==> src/rtl/pe_pkg.sv <==
// Shared definitions for the processing-element datapath.
//   acc_bits()        : accumulator width needed for I_BITS operands over K_MAX beats
//   sat_max/sat_min() : signed limits of an o_bits-wide result
//   round_shift_sat() : round-half-up right shift followed by saturation, returns {sat, y}
package pe_pkg;

  // Working width of the generic rounding helper; any accumulator up to RsW bits fits.
  localparam int unsigned RsW = 64;

  // Limits for the default 16-bit result width.
  localparam int unsigned OBitsDef = 16;
  localparam logic signed [OBitsDef-1:0] OMaxDef = {1'b0, {(OBitsDef - 1){1'b1}}};
  localparam logic signed [OBitsDef-1:0] OMinDef = {1'b1, {(OBitsDef - 1){1'b0}}};

  typedef struct packed {
    logic              sat;
    logic signed [RsW-1:0] y;
  } rs_t;

  function automatic int unsigned acc_bits(input int unsigned i_bits, input int unsigned k_max);
    return 2 * i_bits + $clog2(k_max);
  endfunction

  function automatic logic signed [RsW:0] sat_max(input int unsigned o_bits);
    return ((RsW + 1)'(1) << (o_bits - 1)) - (RsW + 1)'(1);
  endfunction

  function automatic logic signed [RsW:0] sat_min(input int unsigned o_bits);
    // Two's complement: -max-1 == ~max.
    return ~sat_max(o_bits);
  endfunction

  function automatic rs_t round_shift_sat(input logic signed [RsW-1:0] acc,
                                          input int unsigned          shift,
                                          input int unsigned          o_bits);
    logic signed [RsW:0] wide;
    logic signed [RsW:0] half;
    logic signed [RsW:0] hi;
    logic signed [RsW:0] lo;
    rs_t                 r;
    // One guard bit so adding the rounding constant can never wrap.
    wide = {acc[RsW-1], acc};
    if (shift != 0) begin
      half = (RsW + 1)'(1) << (shift - 1);
      wide = (wide + half) >>> shift;
    end
    hi    = sat_max(o_bits);
    lo    = sat_min(o_bits);
    r.sat = 1'b0;
    r.y   = wide[RsW-1:0];
    if (wide > hi) begin
      r.sat = 1'b1;
      r.y   = hi[RsW-1:0];
    end else if (wide < lo) begin
      r.sat = 1'b1;
      r.y   = lo[RsW-1:0];
    end
    return r;
  endfunction

endpackage

==> src/rtl/pe_round_sat.sv <==
// Combinational round-shift-saturate stage.
//   acc_i   : signed accumulator value
//   shift_i : right-shift amount (round half up)
//   y_o     : signed, saturated O_BITS result
//   sat_o   : y_o was clipped to min/max
module pe_round_sat
  import pe_pkg::*;
#(
  parameter int unsigned ACC_BITS   = 20,
  parameter int unsigned O_BITS     = 16,
  parameter int unsigned SHIFT_BITS = 5
) (
  input  logic signed [ACC_BITS-1:0]   acc_i,
  input  logic        [SHIFT_BITS-1:0] shift_i,
  output logic signed [O_BITS-1:0]     y_o,
  output logic                         sat_o
);

  rs_t  res;
  logic unused_y;

  always_comb begin
    res = round_shift_sat({{(RsW - ACC_BITS){acc_i[ACC_BITS-1]}}, acc_i}, 32'(shift_i), O_BITS);
  end

  assign y_o      = res.y[O_BITS-1:0];
  assign sat_o    = res.sat;
  // Upper bits are pure sign extension once saturated.
  assign unused_y = ^res.y[RsW-1:O_BITS];

endmodule

==> src/rtl/pe_mac_rs.sv <==
// Systolic processing element: valid-qualified signed MAC over a programmable length.
//   i_clock, i_reset        : clock, synchronous active-low reset
//   i_k_len, i_shift        : dot-product length and output shift, latched on a start beat
//   i_a/i_a_valid, i_b/...  : operands from left / above
//   i_start                 : first beat of a new dot product (only when both valids high)
//   o_a*, o_b*, o_start     : one-cycle registered forwards of the inputs
//   o_c, o_c_valid, o_sat   : rounded/saturated result, one-cycle pulse, saturation flag
//   o_err                   : sticky framing error
module pe_mac_rs
  import pe_pkg::*;
#(
  parameter int unsigned I_BITS     = 8,
  parameter int unsigned K_MAX      = 16,
  parameter int unsigned O_BITS     = 16,
  parameter int unsigned ACC_BITS   = acc_bits(I_BITS, K_MAX),
  parameter int unsigned K_BITS     = $clog2(K_MAX + 1),
  parameter int unsigned SHIFT_BITS = $clog2(ACC_BITS)
) (
  input  logic                     i_clock,
  input  logic                     i_reset,
  input  logic [K_BITS-1:0]        i_k_len,
  input  logic [SHIFT_BITS-1:0]    i_shift,
  input  logic signed [I_BITS-1:0] i_a,
  input  logic                     i_a_valid,
  input  logic signed [I_BITS-1:0] i_b,
  input  logic                     i_b_valid,
  input  logic                     i_start,
  output logic signed [I_BITS-1:0] o_a,
  output logic                     o_a_valid,
  output logic signed [I_BITS-1:0] o_b,
  output logic                     o_b_valid,
  output logic                     o_start,
  output logic signed [O_BITS-1:0] o_c,
  output logic                     o_c_valid,
  output logic                     o_sat,
  output logic                     o_err
);

  typedef enum logic {StIdle, StAcc} state_e;

  state_e                     state_q, state_d;
  logic signed [ACC_BITS-1:0] acc_q, acc_d;
  logic [K_BITS-1:0]          count_q, count_d;
  logic [K_BITS-1:0]          klen_q, klen_d;
  logic [SHIFT_BITS-1:0]      shift_q, shift_d;
  logic                       err_q, err_d;
  logic signed [O_BITS-1:0]   c_q, c_d;
  logic                       c_valid_q, c_valid_d;
  logic                       sat_q, sat_d;

  logic signed [I_BITS-1:0]   a_q, b_q;
  logic                       a_valid_q, b_valid_q, start_q;

  logic                       fire;
  logic                       begin_new;
  logic                       done;
  logic signed [2*I_BITS-1:0] prod;
  logic signed [ACC_BITS-1:0] prod_ext;
  logic signed [ACC_BITS-1:0] acc_nxt;
  logic [K_BITS-1:0]          cnt_nxt;
  logic [K_BITS-1:0]          klen_nxt;
  logic [K_BITS-1:0]          klen_clamp;
  logic [SHIFT_BITS-1:0]      shift_nxt;
  logic signed [O_BITS-1:0]   rs_y;
  logic                       rs_sat;

  assign fire     = i_a_valid & i_b_valid;
  assign prod     = i_a * i_b;
  assign prod_ext = {{(ACC_BITS - 2 * I_BITS){prod[2*I_BITS-1]}}, prod};

  always_comb begin
    klen_clamp = i_k_len;
    if (i_k_len == '0) begin
      klen_clamp = K_BITS'(1);
    end else if (i_k_len > K_BITS'(K_MAX)) begin
      klen_clamp = K_BITS'(K_MAX);
    end
  end

  // Value the accumulator would take if this beat fires; a start beat restarts it.
  always_comb begin
    begin_new = (state_q == StIdle) | i_start;
    if (begin_new) begin
      acc_nxt   = prod_ext;
      cnt_nxt   = K_BITS'(1);
      klen_nxt  = klen_clamp;
      shift_nxt = i_shift;
    end else begin
      acc_nxt   = acc_q + prod_ext;
      cnt_nxt   = count_q + K_BITS'(1);
      klen_nxt  = klen_q;
      shift_nxt = shift_q;
    end
    done = fire & (cnt_nxt == klen_nxt);
  end

  // Rounding works on the next accumulator so the result lands one cycle after the last beat.
  pe_round_sat #(
    .ACC_BITS   (ACC_BITS),
    .O_BITS     (O_BITS),
    .SHIFT_BITS (SHIFT_BITS)
  ) u_round_sat (
    .acc_i   (acc_nxt),
    .shift_i (shift_nxt),
    .y_o     (rs_y),
    .sat_o   (rs_sat)
  );

  always_comb begin
    state_d   = state_q;
    acc_d     = acc_q;
    count_d   = count_q;
    klen_d    = klen_q;
    shift_d   = shift_q;
    err_d     = err_q;
    c_d       = c_q;
    c_valid_d = 1'b0;
    sat_d     = 1'b0;
    if (fire) begin
      acc_d   = acc_nxt;
      klen_d  = klen_nxt;
      shift_d = shift_nxt;
      if (i_start && (state_q == StAcc)) begin
        err_d = 1'b1;
      end
      if (done) begin
        state_d   = StIdle;
        count_d   = '0;
        c_d       = rs_y;
        c_valid_d = 1'b1;
        sat_d     = rs_sat;
      end else begin
        state_d = StAcc;
        count_d = cnt_nxt;
      end
    end else if (i_a_valid ^ i_b_valid) begin
      err_d = 1'b1;
    end
  end

  always_ff @(posedge i_clock) begin
    if (!i_reset) begin
      state_q   <= StIdle;
      acc_q     <= '0;
      count_q   <= '0;
      klen_q    <= '0;
      shift_q   <= '0;
      err_q     <= 1'b0;
      c_q       <= '0;
      c_valid_q <= 1'b0;
      sat_q     <= 1'b0;
      a_q       <= '0;
      a_valid_q <= 1'b0;
      b_q       <= '0;
      b_valid_q <= 1'b0;
      start_q   <= 1'b0;
    end else begin
      state_q   <= state_d;
      acc_q     <= acc_d;
      count_q   <= count_d;
      klen_q    <= klen_d;
      shift_q   <= shift_d;
      err_q     <= err_d;
      c_q       <= c_d;
      c_valid_q <= c_valid_d;
      sat_q     <= sat_d;
      a_q       <= i_a;
      a_valid_q <= i_a_valid;
      b_q       <= i_b;
      b_valid_q <= i_b_valid;
      start_q   <= i_start;
    end
  end

  assign o_a       = a_q;
  assign o_a_valid = a_valid_q;
  assign o_b       = b_q;
  assign o_b_valid = b_valid_q;
  assign o_start   = start_q;
  assign o_c       = c_q;
  assign o_c_valid = c_valid_q;
  assign o_sat     = sat_q;
  assign o_err     = err_q;

endmodule

==> config.mk <==
export PLATFORM = sky130hd
export DESIGN_NAME = pe_mac_rs
export DESIGN_NICKNAME = d
export VERILOG_FILES = /design/src/rtl/pe_pkg.sv /design/src/rtl/pe_round_sat.sv /design/src/rtl/pe_mac_rs.sv
export SDC_FILE = /design/constraint.sdc
export NUM_CORES = 1
export LEC_CHECK = 0
export CAP_MARGIN = 30
export CORE_UTILIZATION = 42
export CTS_BUF_LIST = sky130_fd_sc_hd__clkbuf_8
export CTS_CLUSTER_SIZE = 12
export DETAILED_ROUTE_END_ITERATION = 8
export SYNTH_ARGS = -nofsm -noshare
export SYNTH_HDL_FRONTEND = slang
export SYNTH_SLANG_ARGS = --single-unit
==> constraint.sdc <==
create_clock -name i_clock -period 16.2 [get_ports i_clock]
set_clock_uncertainty 0.05 [all_clocks]
set_input_delay 3.24 -clock i_clock [delete_from_list [all_inputs] [get_ports i_clock]]
set_output_delay 3.24 -clock i_clock [all_outputs]
set_load 0.03 [all_outputs]
==> results.cfg, run 1 <==
[logic_synthesis]
synth_compound_area_share_pct = 34.2
synth_top_family_by_area = compound AO/OA/AOI/OAI gates
synth_fa_ha_area_share_pct = 13.8
yosysSeqAreaShare_pct = 7.90
ys_ff_latch = 74
syn_avg_cell_area_sq_um = 6.66
ys.flop_type = dfxtp_1
yosys-mux-area-fraction_pct = 4.59
synth_edf_count = 0
synth_xor_area_share_pct = 3.78
netlist_instances = 2813
synth_area_sq_um = 18700
yosysWarnings = 0
synth.distinct_cells = 105
async_reset_ff_share_pct = 0
yosys.area_share.simple_pct = 29.1

[final_layout]
final_util_pct = 46.6
multiInputGateArea_sq_um = 16200
fin_nets = 3049
seqCellArea_sq_um = 1480
nFillCells = 4746
areaGrowthSynthToFinish_pct = 9.78
diodes = 0
drive_gt1_share_pct = 7.02

[clock_tree]
clkSinkCount = 74
cts_tree = done
cts_resized = 0
clockBufferDepth = 2
clk_transition_reported_paths_ns = 0.09
ctsHoldBuffers = 0
postCtsSetupBuffers = 0
clk-insertion-delay-late_ns = 0.39
htreeDepth = 3
clockRootBuffer = clkbuf_8
cts_buffers = 9

[critical_path]
startpoint_type = input port
cpMaxStageDelayCell = a221oi_1
crit_fanout = 15
arrival_ns = 15.96
slowest_delay_ns = 0.70
path_common_cell = inv_1
end_kind = flip-flop
crit_required_ns = 16.46
critical_path_class = in2reg

[run_status]
status = complete, no violations

[timing]
finalSetupViolations = 0
worst_pin_slew_ns = 0.984
max_slew_margin_pct = 33.7
rsz0062_at_grt = false
fmax_mhz = 63.7
period_share_pct = 96.9
drv_slew = 0
finalHoldViolCount = 0
finalCriticalPeriod_ns = 15.70

[die]
initial_core_util_pct = 42.5
dieHeight_um = 213
core_sq_um = 44100
die-area_sq_um = 45500
rows = 77
die_w_um = 213
io_pins = 69

[run]
cap_violations = 0

[hold_path]
hold_path_class = reg2reg

[global_routing]
grt_overflow_total = 0
grt_pass1_wl_mm = 130
first_global_vias = 21300
grt_max_degree = 72
antenna_found_initial = 1
grt.total_usage_pct = 37.3

[placement]
place.gp.congestion = 1.04
hpwl_mm = 67.7
io_buffers = 68

[detailed_routing]
drt_iter0_markers = 3306
ant_nets = 0
routed_wl_mm = 85.5
wl_per_cell_um = 24.8
first_pass_iters = 6
via_per_inst = 6.70
route.detailed.drc = 0
vias = 23100
[flip-flops by register name, summed over array words and instances (netlist names)]
| register | flops |
|---|---|
| acc_q | 20 |
| o_c | 16 |
| o_a | 8 |
| o_b | 8 |
| count_q | 5 |
| klen_q | 5 |
| shift_q | 5 |
| o_a_valid | 1 |
| o_b_valid | 1 |
| o_c_valid | 1 |
| o_err | 1 |
| o_sat | 1 |
| o_start | 1 |
| state_q | 1 |
[through the flow]
step                      std cells  worst slack [ns]  area (sq um)  setup TNS, ns  hold slack (ns)
final                          3443             0.503         20600              0            0.421
after global routing           3443            0.0135         20600              0            0.454
after CTS                      3443             0.236         20600              0            0.427
after detailed placement       3427            -0.162         20300          -1.89            0.405
after global placement         3424            0.0174         20300              0            0.398
after floorplan                2844              1.83         18900              0            0.400
[worst paths after layout]
check           from  endpoint  slack [ns]  cells past startpoint
min reg2reg    o_err     o_err        0.42                      1
min            o_err     o_err        0.42                      1
max reg2reg  state_q    o_c[9]        6.46                     28
max           i_b[3]    o_c[9]        0.50                     45
[critical path, delay by kind of cell]
kind / cells / cell delay, ns
compound gates: 13 / 3.85
fa+ha+maj: 7 / 3.40
simple gates: 13 / 2.63
buf+inv: 8 / 1.45
xor+xnor: 3 / 1.13
mux: 1 / 0.18
[cell usage after synthesis, types with 53 or more instances]
library cell	n	share of area, %
buf_2	55	1.5
ha_1	115	7.7
nand3_1	68	1.8
nand2_1	369	7.4
inv_1	128	2.6
o21ai_0	149	4.0
clkbuf_1	96	1.9
nand4_1	70	2.3
o211ai_1	82	3.3
a21oi_1	246	6.6
xnor2_1	53	2.5
and2_1	86	2.9
nor2_1	290	5.8
fa_1	57	6.1
nor3_1	100	2.7
dfxtp_1	74	7.9
a211oi_1	55	2.2
mux2i_1	68	3.6
[cell type report]
type	instances	share of cell area (%)
Clock buffer	9	0.602
Clock inverter	7	0.523
Inverter	129	2.36
Multi-Input combinational cell	2463	78.8
Sequential cell	74	7.20
Tap cell	592	3.60
Timing Repair Buffer	169	6.96
[cell usage in the layout, fill, tap and decap left out, types with 74 or more instances in the layout]
cell	instances
a21oi_1	246
inv_1	127
dfxtp_1	74
nand2_1	367
o211ai_1	82
o21ai_0	148
and2_1	86
nor3_1	100
ha_1	114
nor2_1	290
buf_4	100
[metal layers]
metal	GRT usage [%]	part of all wire, %
met4	13.8	4.0
met2	57.1	43
met5	0	0.019
met1	51.8	42
met3	6.41	11
[cell families (layout without fill, tap and decap cells)]
kind of cell,Yosys count,count (layout)
AOI/OAI and AO/OA,942,942
xor gates and xnor gates,80,80
adders and majority gates,172,172
buffers and inverters,307,314
DFF,74,74
muxes,83,83
other,1,32
and+or+nand+nor,1154,1154
Power of run 1 is left out: the tool's default activity adds up to more than one toggle a clock period on the data nets, which glitch-free logic cannot reach.
==> inputs of run 2 (changes only) <==
--- a/config.mk
+++ b/config.mk
@@ -8,8 +8,9 @@
 export CAP_MARGIN = 30
 export CORE_UTILIZATION = 42
 export CTS_BUF_LIST = sky130_fd_sc_hd__clkbuf_8
-export CTS_CLUSTER_SIZE = 12
+export CTS_CLUSTER_SIZE = 16
 export DETAILED_ROUTE_END_ITERATION = 8
+export SETUP_SLACK_MARGIN = 0.4
 export SYNTH_ARGS = -nofsm -noshare
 export SYNTH_HDL_FRONTEND = slang
 export SYNTH_SLANG_ARGS = --single-unit
==> results.cfg, run 2 (synthesis results as in run 1) <==
[clock_tree]
clk-insertion-delay-late_ns = 0.40
clockBufferDepth = 2
clk_transition_reported_paths_ns = 0.09
clockRootBuffer = clkbuf_8
clkSinkCount = 74
htreeDepth = 3
ctsHoldBuffers = 0
cts_buffers = 9
cts_tree = done

[die]
rows = 77
io_pins = 69
initial_core_util_pct = 42.5
dieHeight_um = 213
die-area_sq_um = 45500
core_sq_um = 44100
die_w_um = 213

[global_routing]
antenna_found_initial = 1
grt_overflow_total = 0
grt_max_degree = 72
grt.total_usage_pct = 37.3
grt_pass1_wl_mm = 130
first_global_vias = 21300

[timing]
finalCriticalPeriod_ns = 15.39
finalSetupViolations = 0
tns_ns = 0
period_share_pct = 95.0
drv_slew = 0
worst_pin_slew_ns = 0.963
finalHoldViolCount = 0
rsz0062_at_grt = false
max_slew_margin_pct = 35.5
fmax_mhz = 65.0

[final_layout]
largest_reg_flops = 20
final_cell_mix = nand2_1 (367), nor2_1 (290), a21oi_1 (245), o21ai_0 (147), inv_1 (127)
fin_nets = 3050
diodes = 0
layout_commonest_cell = nand2_1
drive_gt1_share_pct = 7.40
areaGrowthSynthToFinish_pct = 10.2
largest_register = acc_q

[critical_path]
critical_path_class = in2reg
crit_required_ns = 16.46
startpoint_type = input port
cp_num_buf_inv = 9
slowest_delay_ns = 0.72
cpMaxStageDelayCell = a2111oi_0
endpoint = o_c[9]
end_kind = flip-flop
r2r_start = state_q
crit_start = i_b[3]
cp_top_family = compound AO/OA/AOI/OAI gates
reg2reg_depth = 28
crit_fanout = 15
path_common_cell = inv_1
r2r-end = o_c[9]
worst-path-stages = 46
arrival_ns = 15.66
ff2ff_setup_slack_ns = 6.63

[detailed_routing]
via_per_inst = 6.71
vias = 23100
drt_iter0_markers = 3152
route.detailed.drc = 0
wl_per_cell_um = 24.8
first_pass_iters = 7
routed_wl_mm = 85.5
ant_nets = 0

[run_status]
status = complete, no violations

[placement]
io_buffers = 68
hpwl_mm = 67.7
place.gp.congestion = 1.04

[run]
cap_violations = 0

[hold_path]
hold_path_class = reg2reg
==> run 2: cell types whose count changed in the layout (fill, tap and decap cells not counted), sizes merged <==
cell / previous run / this run
buf: 102 / 103
==> run 2: through the flow <==
stage | cells | worst slack [ns] | instance area (sq um) | utilization [%] | hold WS, ns
floorplan | 2844 | 1.83 | 18900 | - | 0.400
detailed placement | 3427 | -0.162 | 20300 | 46.1 | 0.405
global placement | 3424 | 0.0174 | 20300 | 46.0 | 0.398
CTS | 3443 | 0.461 | 20600 | 46.6 | 0.427
global route | 3444 | 0.404 | 20700 | 46.8 | 0.454
finish | 3444 | 0.806 | 20700 | 46.8 | 0.422
==> run 2: how the worst min path moves through the flow <==
stage	from	to	slack (ns)	cells after the start
final	o_err	o_err	0.42	1
after global routing	shift_q[0]	shift_q[0]	0.45	1
after global placement	o_err	o_err	0.40	1
after CTS	o_err	o_err	0.43	1
after detailed placement	o_err	o_err	0.40	1
after floorplan	shift_q[0]	shift_q[0]	0.40	1
==> run 2: area by class of cell <==
class                           count  area [sq um]
Clock buffer                        9           124
Clock inverter                      7           108
Fill cell                        4733         23500
Inverter                          129           485
Multi-Input combinational cell   2463         16300
Sequential cell                    74          1480
Tap cell                          592           741
Timing Repair Buffer              170          1450
==> run 2: metal layers <==
layer  global-route usage (%)  up-vias  wire [um]
li1                         -    10400          -
met5                        0        -         13
met4                     13.8        2       3490
met1                     51.8    11000      36400
met2                     57.1     1425      36600
met3                     6.41      239       9010
==> run 2: repair_timing <==
| item | CTS | global route |
|---|---|---|
| endpoints found under the hold margin | 0 | 0 |
| buffers inserted | 0 | 1 |
| setup endpoints to repair | 15 | 16 |
| pin swaps | 0 | 1 |
| gates resized for setup | 1 | 15 |
Power of run 2 is left out for the same reason.
